File: src/rtl/imem_load_arbiter.sv
// imem_load_arbiter
// Shares the single instruction-memory port between IF-stage fetches and a
// word-streaming program loader. The front end stalls while a load is active.
module imem_load_arbiter #(
    parameter int AW = 6,
    parameter int DW = 32
) (
    input  logic          clock,
    input  logic          resetn,
    input  logic [31:0]   if_pc,
    output logic [DW-1:0] if_inst,
    output logic          if_stall,
    input  logic          ld_start,
    input  logic [AW-1:0] ld_base,
    input  logic [AW:0]   ld_len,
    input  logic          ld_valid,
    input  logic [DW-1:0] ld_data,
    output logic          ld_ready,
    input  logic          ld_abort,
    output logic          ld_busy,
    output logic          ld_done,
    output logic [AW:0]   ld_count,
    output logic [AW-1:0] mem_addr,
    output logic          mem_we,
    output logic [DW-1:0] mem_wdata,
    input  logic [DW-1:0] mem_rdata
);

    typedef enum logic [1:0] {
        IDLE,
        LOAD,
        DONE
    } state_t;

    // Longest load the memory can hold; longer requests saturate here.
    localparam logic [AW:0] MAX_LEN = {1'b1, {AW{1'b0}}};

    state_t        state;
    state_t        next_state;
    logic [AW-1:0] ptr;
    logic [AW:0]   remaining;
    logic          start_ok;
    logic          handshake;

    // Byte-offset and high PC bits do not take part in word addressing.
    logic unused_pc;
    assign unused_pc = ^{if_pc[31:AW+2], if_pc[1:0]};

    // A zero-length request is not a load at all.
    assign start_ok = (state == IDLE) && ld_start && (ld_len != '0);

    // Abort wins over a word offered in the same cycle, so nothing is written.
    assign handshake = (state == LOAD) && ld_valid && !ld_abort;

    // State register.
    always_ff @(posedge clock or negedge resetn) begin
        if (!resetn) begin
            state <= IDLE;
        end else begin
            state <= next_state;
        end
    end

    // Next-state logic: DONE is a single fence cycle before fetch resumes.
    always_comb begin
        next_state = state;
        case (state)
            IDLE: begin
                if (start_ok) begin
                    next_state = LOAD;
                end
            end
            LOAD: begin
                if (ld_abort) begin
                    next_state = IDLE;
                end else if (ld_valid && (remaining == (AW+1)'(1))) begin
                    next_state = DONE;
                end
            end
            DONE: begin
                next_state = IDLE;
            end
            default: begin
                next_state = IDLE;
            end
        endcase
    end

    // Load pointer, words-remaining and words-written bookkeeping.
    always_ff @(posedge clock or negedge resetn) begin
        if (!resetn) begin
            ptr       <= '0;
            remaining <= '0;
            ld_count  <= '0;
        end else if (start_ok) begin
            ptr       <= ld_base;
            remaining <= (ld_len > MAX_LEN) ? MAX_LEN : ld_len;
            ld_count  <= '0;
        end else if (handshake) begin
            ptr       <= ptr + AW'(1);
            remaining <= remaining - (AW+1)'(1);
            ld_count  <= ld_count + (AW+1)'(1);
        end
    end

    // Port steering and status outputs, all decoded from the current state.
    always_comb begin
        mem_addr  = ptr;
        mem_we    = 1'b0;
        mem_wdata = '0;
        if_inst   = '0;
        if_stall  = 1'b1;
        ld_ready  = 1'b0;
        ld_busy   = 1'b0;
        ld_done   = 1'b0;
        case (state)
            IDLE: begin
                mem_addr = if_pc[AW+1:2];
                if_inst  = mem_rdata;
                if_stall = 1'b0;
            end
            LOAD: begin
                mem_wdata = ld_data;
                mem_we    = handshake;
                ld_ready  = 1'b1;
                ld_busy   = 1'b1;
            end
            DONE: begin
                ld_done = !ld_abort;
            end
            default: begin
                if_stall = 1'b1;
            end
        endcase
    end

endmodule

File: config.mk
export PLATFORM = sky130hd
export DESIGN_NAME = imem_load_arbiter
export DESIGN_NICKNAME = d
export VERILOG_FILES = /design/src/rtl/imem_load_arbiter.sv
export SDC_FILE = /design/constraint.sdc
export NUM_CORES = 1
export LEC_CHECK = 0
export BUFFER_PORTS_ARGS = -buffer_cell sky130_fd_sc_hd__buf_4
export CAP_MARGIN = 10
export CORE_UTILIZATION = 31
export CTS_CLUSTER_SIZE = 16
export DETAILED_ROUTE_END_ITERATION = 7
export HOLD_SLACK_MARGIN = 0.06
export PLACE_DENSITY = 0.87
export SETUP_SLACK_MARGIN = 0.4
export SYNTH_ARGS = -nofsm -noshare
export SYNTH_HDL_FRONTEND = slang
export SYNTH_SLANG_ARGS = --single-unit
File: constraint.sdc
create_clock -name clock -period 1.5 [get_ports clock]
set_input_delay 0.3 -clock clock [delete_from_list [all_inputs] [get_ports clock]]
set_output_delay 0.3 -clock clock [all_outputs]
set_load 0.02 [all_outputs]
==> results of run 1 <==
==> final timing paths <==
kind / start / slack, ns / cells past startpoint / to
setup / recovery: state[0]$_DFFE_PN0P_ / -0.29 / 5 / mem_wdata[2]
hold / removal: ld_base[5] / 0.26 / 3 / ptr[5]$_DFFE_PN0P_
setup reg to reg: state[1]$_DFFE_PN0P_ / -0.21 / 4 / remaining[5]$_DFFE_PN0P_
hold reg to reg: remaining[1]$_DFFE_PN0P_ / 0.54 / 2 / remaining[1]$_DFFE_PN0P_
max in group asynchronous: resetn / 0.81 / 2 / ld_count[5]$_DFFE_PN0P_
min in group asynchronous: resetn / 0.47 / 2 / ptr[3]$_DFFE_PN0P_
==> worst max-delay path: cells and delay by family, from the launching register on <==
kind	cells	cell delay, ns
buffers and inverters	3	0.48
DFF	1	0.41
and+or+nand+nor	2	0.32
==> cell type report <==
class                           count  area (um2)  share of cell area (%)
Clock buffer                        4        55.1                    1.40
Timing Repair Buffer              212        1920                    48.7
Multi-Input combinational cell    164        1300                    32.9
Inverter                            7        28.8                   0.731
Tap cell                           70        87.6                    2.23
Sequential cell                    22         551                    14.0
==> cell usage in the layout (no fill, tap or decap), types with 3 or more instances in the layout <==
| master | n |
|---|---|
| and2_4 | 34 |
| xnor2_1 | 4 |
| mux2_4 | 6 |
| nor2_1 | 10 |
| buf_4 | 146 |
| clkbuf_8 | 4 |
| buf_6 | 56 |
| dfrtp_1 | 22 |
| nand2_1 | 14 |
| a221o_1 | 5 |
| nand3_1 | 3 |
| and2_1 | 30 |
| a21oi_1 | 3 |
| buf_12 | 5 |
| nand4_1 | 4 |
| o21ai_1 | 4 |
| inv_1 | 5 |
| xor2_1 | 3 |
| ha_1 | 4 |
==> through the flow <==
stage | hold WS, ns | setup TNS (ns) | area [um2] | power (W)
finish | 0.259 | -20.25 | 3940 | 0.00520
global route | 0.275 | -26.15 | 3940 | 0.00551
CTS | 0.254 | -19.85 | 3750 | 0.00486
detailed placement | 0.213 | -3.92 | 3310 | 0.00391
floorplan | 0.00441 | -0.787 | 1820 | 0.00260
global placement | 0.205 | -3.15 | 3310 | 0.00383
==> logic make-up (layout without fill, tap and decap cells) <==
kind of cell	after synthesis	after routing
AOI/OAI and AO/OA	28	28
xor gates and xnor gates	7	7
adders and majority gates	4	4
buffers and inverters	20	223
DFF	22	22
muxes	6	6
and+or+nand+nor	119	119
==> synthesized netlist by cell type, drive strengths merged <==
| cell | count |
|---|---|
| a211oi | 1 |
| a21o | 1 |
| a21oi | 3 |
| a221o | 5 |
| a22o | 1 |
| a311oi | 1 |
| a31o | 1 |
| a41oi | 1 |
| and2 | 64 |
| and3 | 2 |
| and4 | 1 |
| buf | 4 |
| clkbuf | 9 |
| dfrtp | 22 |
| ha | 4 |
| inv | 7 |
| mux2 | 6 |
| nand2 | 14 |
| nand2b | 2 |
| nand3 | 3 |
| nand3b | 1 |
| nand4 | 4 |
| nand4bb | 1 |
| nor2 | 12 |
| nor2b | 2 |
| nor3 | 4 |
| nor3b | 2 |
| nor4 | 2 |
| o211ai | 1 |
| o21ai | 5 |
| o21ba | 1 |
| o21bai | 1 |
| o22ai | 3 |
| o311ai | 1 |
| o31ai | 2 |
| or3 | 2 |
| or3b | 1 |
| or4 | 2 |
| xnor2 | 4 |
| xor2 | 3 |
==> where the power goes <==
| group | total (W) | leakage [nW] | internal, W | switching (W) |
|---|---|---|---|---|
| sequential | 0.00101 | 0.282 | 0.000782 | 0.000233 |
| combinational | 0.00375 | 1.70 | 0.00209 | 0.00167 |
| clock | 0.000429 | 0.0288 | 0.000234 | 0.000195 |
| total | 0.00520 | 2.01 | 0.00310 | 0.00210 |
==> routing by layer <==
| metal | GRT usage [%] | up-vias |
|---|---|---|
| met5 | 0 | - |
| met1 | 24.3 | 1100 |
| met2 | 45.9 | 123 |
| met4 | 7.50 | 0 |
| li1 | - | 1113 |
| met3 | 5.83 | 22 |
==> timing repair <==
item / in CTS / in global routing
buffers inserted: 10 / 4
setup endpoints to repair: 104 / 104
gates resized for setup: 77 / 40
gates cloned: 0 / 3
hold buffers: 1 / 0
endpoints found under the hold margin: 22 / 0
pin swaps: 6 / 31
==> sequential cells by signal (all words and copies together), names as in the netlist <==
signal and count:
ptr 6, state 2, remaining 7, ld_count 7
==> flow_metrics.py, run 1 <==
metrics = {
    "die": {
        "initial_core_util_pct": 33.1,
        "die_y_um": 76.8,
        "io_pins": 196,
        "rows": 26,
        "dieArea_um2": 5900,
        "design.core.area_um2": 5240,
        "die_w_um": 76.8,
    },
    "cts": {
        "cts_root_buf": "clkbuf_8",
        "clk_pin_slew_ns": 0.08,
        "cts_sinks": 22,
        "clk_latency_ns": 0.26,
        "cts-buffers-inserted": 3,
        "cts_tree": "yes",
        "htreeDepth": 1,
        "cts_buffer_depth": 2,
    },
    "grt": {
        "grt_max_degree": 37,
        "grt_pass1_wl_um": 11200,
        "antenna_found_initial": 0,
        "grt_pass1_vias": 2430,
        "grt_overflow_total": 0,
        "grt_usage_pct": 23.6,
    },
    "cells_and_area": {
        "antenna_cells": 0,
        "fillers": 364,
        "fin_util_pct": 75.1,
        "nNetsFinal": 528,
        "drive_gt1_share_pct": 66.7,
        "syn2layout_area_growth_pct": 127,
        "stdcell_count": 479,
    },
    "power_and_ir_drop": {
        "leakage_nw": 2.01,
        "ir_worst_vdd_uv": 767,
        "powerDensity_nw_per_um2": 1320,
    },
    "critical_path": {
        "critPathSlowestCell": "dfrtp_1",
        "crit_path_cell_trace": "buf_4, nor2b_4, buf_12, and2_1, buf_4",
        "slowest_delay_ns": 0.41,
        "end_kind": "primary output",
        "crit_required_ns": 1.20,
        "start_kind": "flip-flop",
        "worstPathArrival_ns": 1.49,
        "crit_top_cell": "buf_4",
        "crit_fanout": 36,
        "crit_type": "reg -> out",
    },
    "synth": {
        "synth_fa_ha_area_share_pct": 2.88,
        "synthMuxAreaShare_pct": 3.89,
        "synthTopCellsByArea": "dfrtp_1 32%, and2_1 23%, mux2_2 3.9%",
        "synth_top_area_share_pct": 31.7,
        "syn-num-nets": 324,
        "yosys.area.top_type": "dfrtp_1",
        "seq_area_frac_synth_pct": 31.7,
        "yosys_register_bits": 22,
        "syn_avg_cell_area_um2": 8.42,
        "synth_area_um2": 1740,
        "ys_warn_count": 0,
        "synth_cell_type_count": 46,
        "synth_top_family_by_area": "simple AND/OR/NAND/NOR gates",
        "synth_compound_area_share_pct": 12.3,
        "synth-simple-area-share_pct": 40.2,
        "synth_xor_xnor_area_share_pct": 3.53,
        "synth_cells": 206,
    },
    "outcome": {
        "violations": "setup timing",
        "status": "finished with violations",
    },
    "timing": {
        "setup_viol": 95,
        "hold_viol": 0,
        "drv_slew": 0,
        "finClkSkew_ns": 0.00142,
        "slew_headroom_pct": 78.3,
        "worstMarginPinSlew_ns": 0.325,
        "post-route-period-util_pct": 119,
        "max_freq_mhz": 560,
        "setup_slack_ns": -0.286,
        "fin_crit_ns": 1.79,
        "grt_setup_unrepaired": "yes",
    },
    "drt": {
        "ant_nets": 0,
        "wl_um": 7380,
        "wire_per_inst_um": 15.4,
        "top_layer_used": "met4",
        "drt_iter0_drc": 126,
        "wl_met2_um": 4050,
        "wl_met1_um": 2580,
        "via_per_inst": 4.92,
        "num_vias": 2358,
        "drc": 0,
        "routed-wl-met3_um": 539,
        "drt_pass1_iterations": 4,
    },
    "hold_path": {
        "min_path_type": "in -> reg",
    },
    "place": {
        "io_buffers": 169,
        "gp_congestion": 0.796,
        "post-dp-hpwl_um": 5150,
        "place_ws_ns": -0.220,
        "dp_cells": 457,
    },
    "flow_run": {
        "drv_cap": 0,
    },
}
(Power assumes the default switching activity.)
==> run 2: changes to the inputs <==
- CORE_AREA: unset -> 2 2 75 77
- CORE_UTILIZATION: 31 -> unset
- DIE_AREA: unset -> 0 0 77 79
- PLACE_DENSITY: 0.87 -> 0.88
- SLEW_MARGIN: unset -> 20
- clock period: 1.5 -> 2 ns (I/O delays scaled with it)
==> run 2 against run 1 <==
  * Clock-buffer cell count decreased by 1
  * Via count down 7.3%
  * The run now ends clean
  * Hold slack improved by 0.077 ns
  * Power is 36% lower
  * Register-to-register slack better by 0.53 ns
  * Die area rose by 3.1%
  * Critical path depth shrank 1
  * Clock power fell by 38%
  * Global-route usage shrank 3.5 points
  * First-iteration DRC count decreased by 4.8%
  * Wire length down 9.9%
  * Critical endpoint is now mem_addr[2]
  * Critical path type unchanged
  * Final cell count is 2.9% lower
==> flow_metrics.py, run 2 (synthesized netlist as in run 1, its figures left out) <==
metrics = {
    "outcome": {
        "status": "finished clean",
    },
    "cts": {
        "cts-buffers-inserted": 3,
        "clk_pin_slew_ns": 0.08,
        "cts_sinks": 22,
        "htreeDepth": 1,
        "cts_root_buf": "clkbuf_8",
        "clk_latency_ns": 0.26,
        "cts_buffer_depth": 2,
        "cts_tree": "yes",
    },
    "drt": {
        "via_per_inst": 4.70,
        "ant_nets": 0,
        "drc": 0,
        "drt_pass1_iterations": 4,
        "drt_iter0_drc": 120,
        "wl_um": 6650,
        "num_vias": 2185,
        "wire_per_inst_um": 14.3,
    },
    "grt": {
        "grt_pass1_wl_um": 10100,
        "grt_pass1_vias": 2129,
        "grt_overflow_total": 0,
        "grt_usage_pct": 20.1,
        "grt_max_degree": 37,
        "antenna_found_initial": 0,
    },
    "critical_path": {
        "start_kind": "flip-flop",
        "crit_required_ns": 1.60,
        "slowest_delay_ns": 0.44,
        "critPathSlowestCell": "dfrtp_2",
        "worstPathArrival_ns": 1.44,
        "critPathBufInv": 2,
        "end_kind": "primary output",
        "crit_fanout": 8,
        "reg2reg_depth": 4,
        "critPathTopFamily": "flip-flops",
        "crit_type": "reg -> out",
        "crit_path_cell_trace": "nor2_4, buf_8, mux2_4, buf_6",
        "rrSetupSlack_ns": 0.32,
        "r2r_end": "remaining[3]$_DFFE_PN0P_",
        "rr_startpoint": "state[0]$_DFFE_PN0P_",
    },
    "hold_path": {
        "min-delay-start": "ld_len[4]",
        "min_path_type": "in -> reg",
        "holdPathStages": 3,
        "min_to": "remaining[4]$_DFFE_PN0P_",
    },
    "cells_and_area": {
        "reg_top3": "ld_count (7), remaining (7), ptr (6)",
        "fin_util_pct": 65.0,
        "antenna_cells": 0,
        "drive_gt1_share_pct": 56.5,
        "stdcell_count": 465,
        "final_cell_mix": "169 x buf_4, 61 x and2_1, 23 x buf_6, 20 x dfrtp_1, 13 x nand2_1",
        "fillers": 475,
        "syn2layout_area_growth_pct": 99.9,
        "final_common_cell": "buf_4",
        "nNetsFinal": 513,
    },
    "power_and_ir_drop": {
        "leakage_nw": 1.79,
        "powerDensity_nw_per_um2": 959,
        "ir_worst_vdd_uv": 447,
    },
    "die": {
        "die_y_um": 79,
        "dieArea_um2": 6080,
        "initial_core_util_pct": 32.5,
        "io_pins": 196,
        "die_w_um": 77,
        "rows": 27,
        "design.core.area_um2": 5340,
    },
    "timing": {
        "worstMarginPinSlew_ns": 0.426,
        "slew_headroom_pct": 71.4,
        "finClkSkew_ns": 0.00530,
        "hold_viol": 0,
        "setup_viol": 0,
        "fin_crit_ns": 1.84,
        "drv_slew": 0,
        "max_freq_mhz": 543,
        "fin_tns_setup_ns": 0,
        "setup_slack_ns": 0.158,
        "post-route-period-util_pct": 92.1,
        "grt_setup_unrepaired": "yes",
    },
    "place": {
        "io_buffers": 169,
        "dp_cells": 441,
        "post-dp-hpwl_um": 4910,
        "gp_congestion": 0.836,
        "place_ws_ns": 0.156,
    },
    "flow_run": {
        "drv_cap": 0,
    },
}
run 2: changes by cell type in the layout (fill, tap and decap cells not counted), sizes merged:
cell,change
buf,-13
clkbuf,-3
run 2: final cells by class:
class / count / area (um2) / area share [%]
Clock buffer: 3 / 41.3 / 1.19
Inverter: 7 / 26.3 / 0.757
Multi-Input combinational cell: 164 / 1160 / 33.3
Sequential cell: 22 / 553 / 15.9
Tap cell: 72 / 90.1 / 2.60
Timing Repair Buffer: 197 / 1600 / 46.2
run 2: worst max-delay path by stage:
stage,endpoint,cells past startpoint,slack [ns],startpoint
after floorplan,ptr[1]$_DFFE_PN0P_,5,0.33,ld_len[3]
after global placement,ptr[1]$_DFFE_PN0P_,5,0.20,ld_len[3]
after detailed placement,remaining[3]$_DFFE_PN0P_,5,0.16,ld_start
after CTS,mem_addr[2],4,0.15,state[1]$_DFFE_PN0P_
after global routing,if_inst[9],5,0.11,state[0]$_DFFE_PN0P_
final,mem_addr[2],4,0.16,state[0]$_DFFE_PN0P_
run 2: what timing repair did:
item / CTS / global route
hold buffers: 1 / 0
setup endpoints to repair: 81 / 90
pin swaps: 4 / 6
cloned: 2 / 0
buffers inserted: 10 / 8
gates resized for setup: 33 / 18
endpoints found under the hold margin: 22 / 0
run 2: per-layer routing:
metal | part of all wire [%] | track usage [%] | wire length, um
met1 | 40 | 26.2 | 2680
met2 | 53 | 35.0 | 3500
met3 | 6.1 | 3.52 | 407
met4 | 0.90 | 4.64 | 60
met5 | 0 | 0 | 0
run 2: where the power goes:
part / switching (W) / total (W) / leakage, nW / internal, W
combinational: 0.00111 / 0.00229 / 1.48 / 0.00118
sequential: 0.000183 / 0.000771 / 0.279 / 0.000588
clock: 0.000134 / 0.000268 / 0.0216 / 0.000134
total: 0.00142 / 0.00333 / 1.79 / 0.00190
run 2: tightest hold or removal path: cells and delay by family:
family	cells	cell delay (ns)
simple gates	2	0.09
buf+inv	1	0.07
run 2: through the flow:
| stage | instance area, um2 | hold WS, ns | power, W |
|---|---|---|---|
| floorplan | 1750 | 0.104 | 0.00190 |
| global placement | 3090 | 0.302 | 0.00267 |
| detailed placement | 3090 | 0.302 | 0.00272 |
| CTS | 3340 | 0.331 | 0.00324 |
| global route | 3470 | 0.349 | 0.00355 |
| finish | 3470 | 0.336 | 0.00333 |
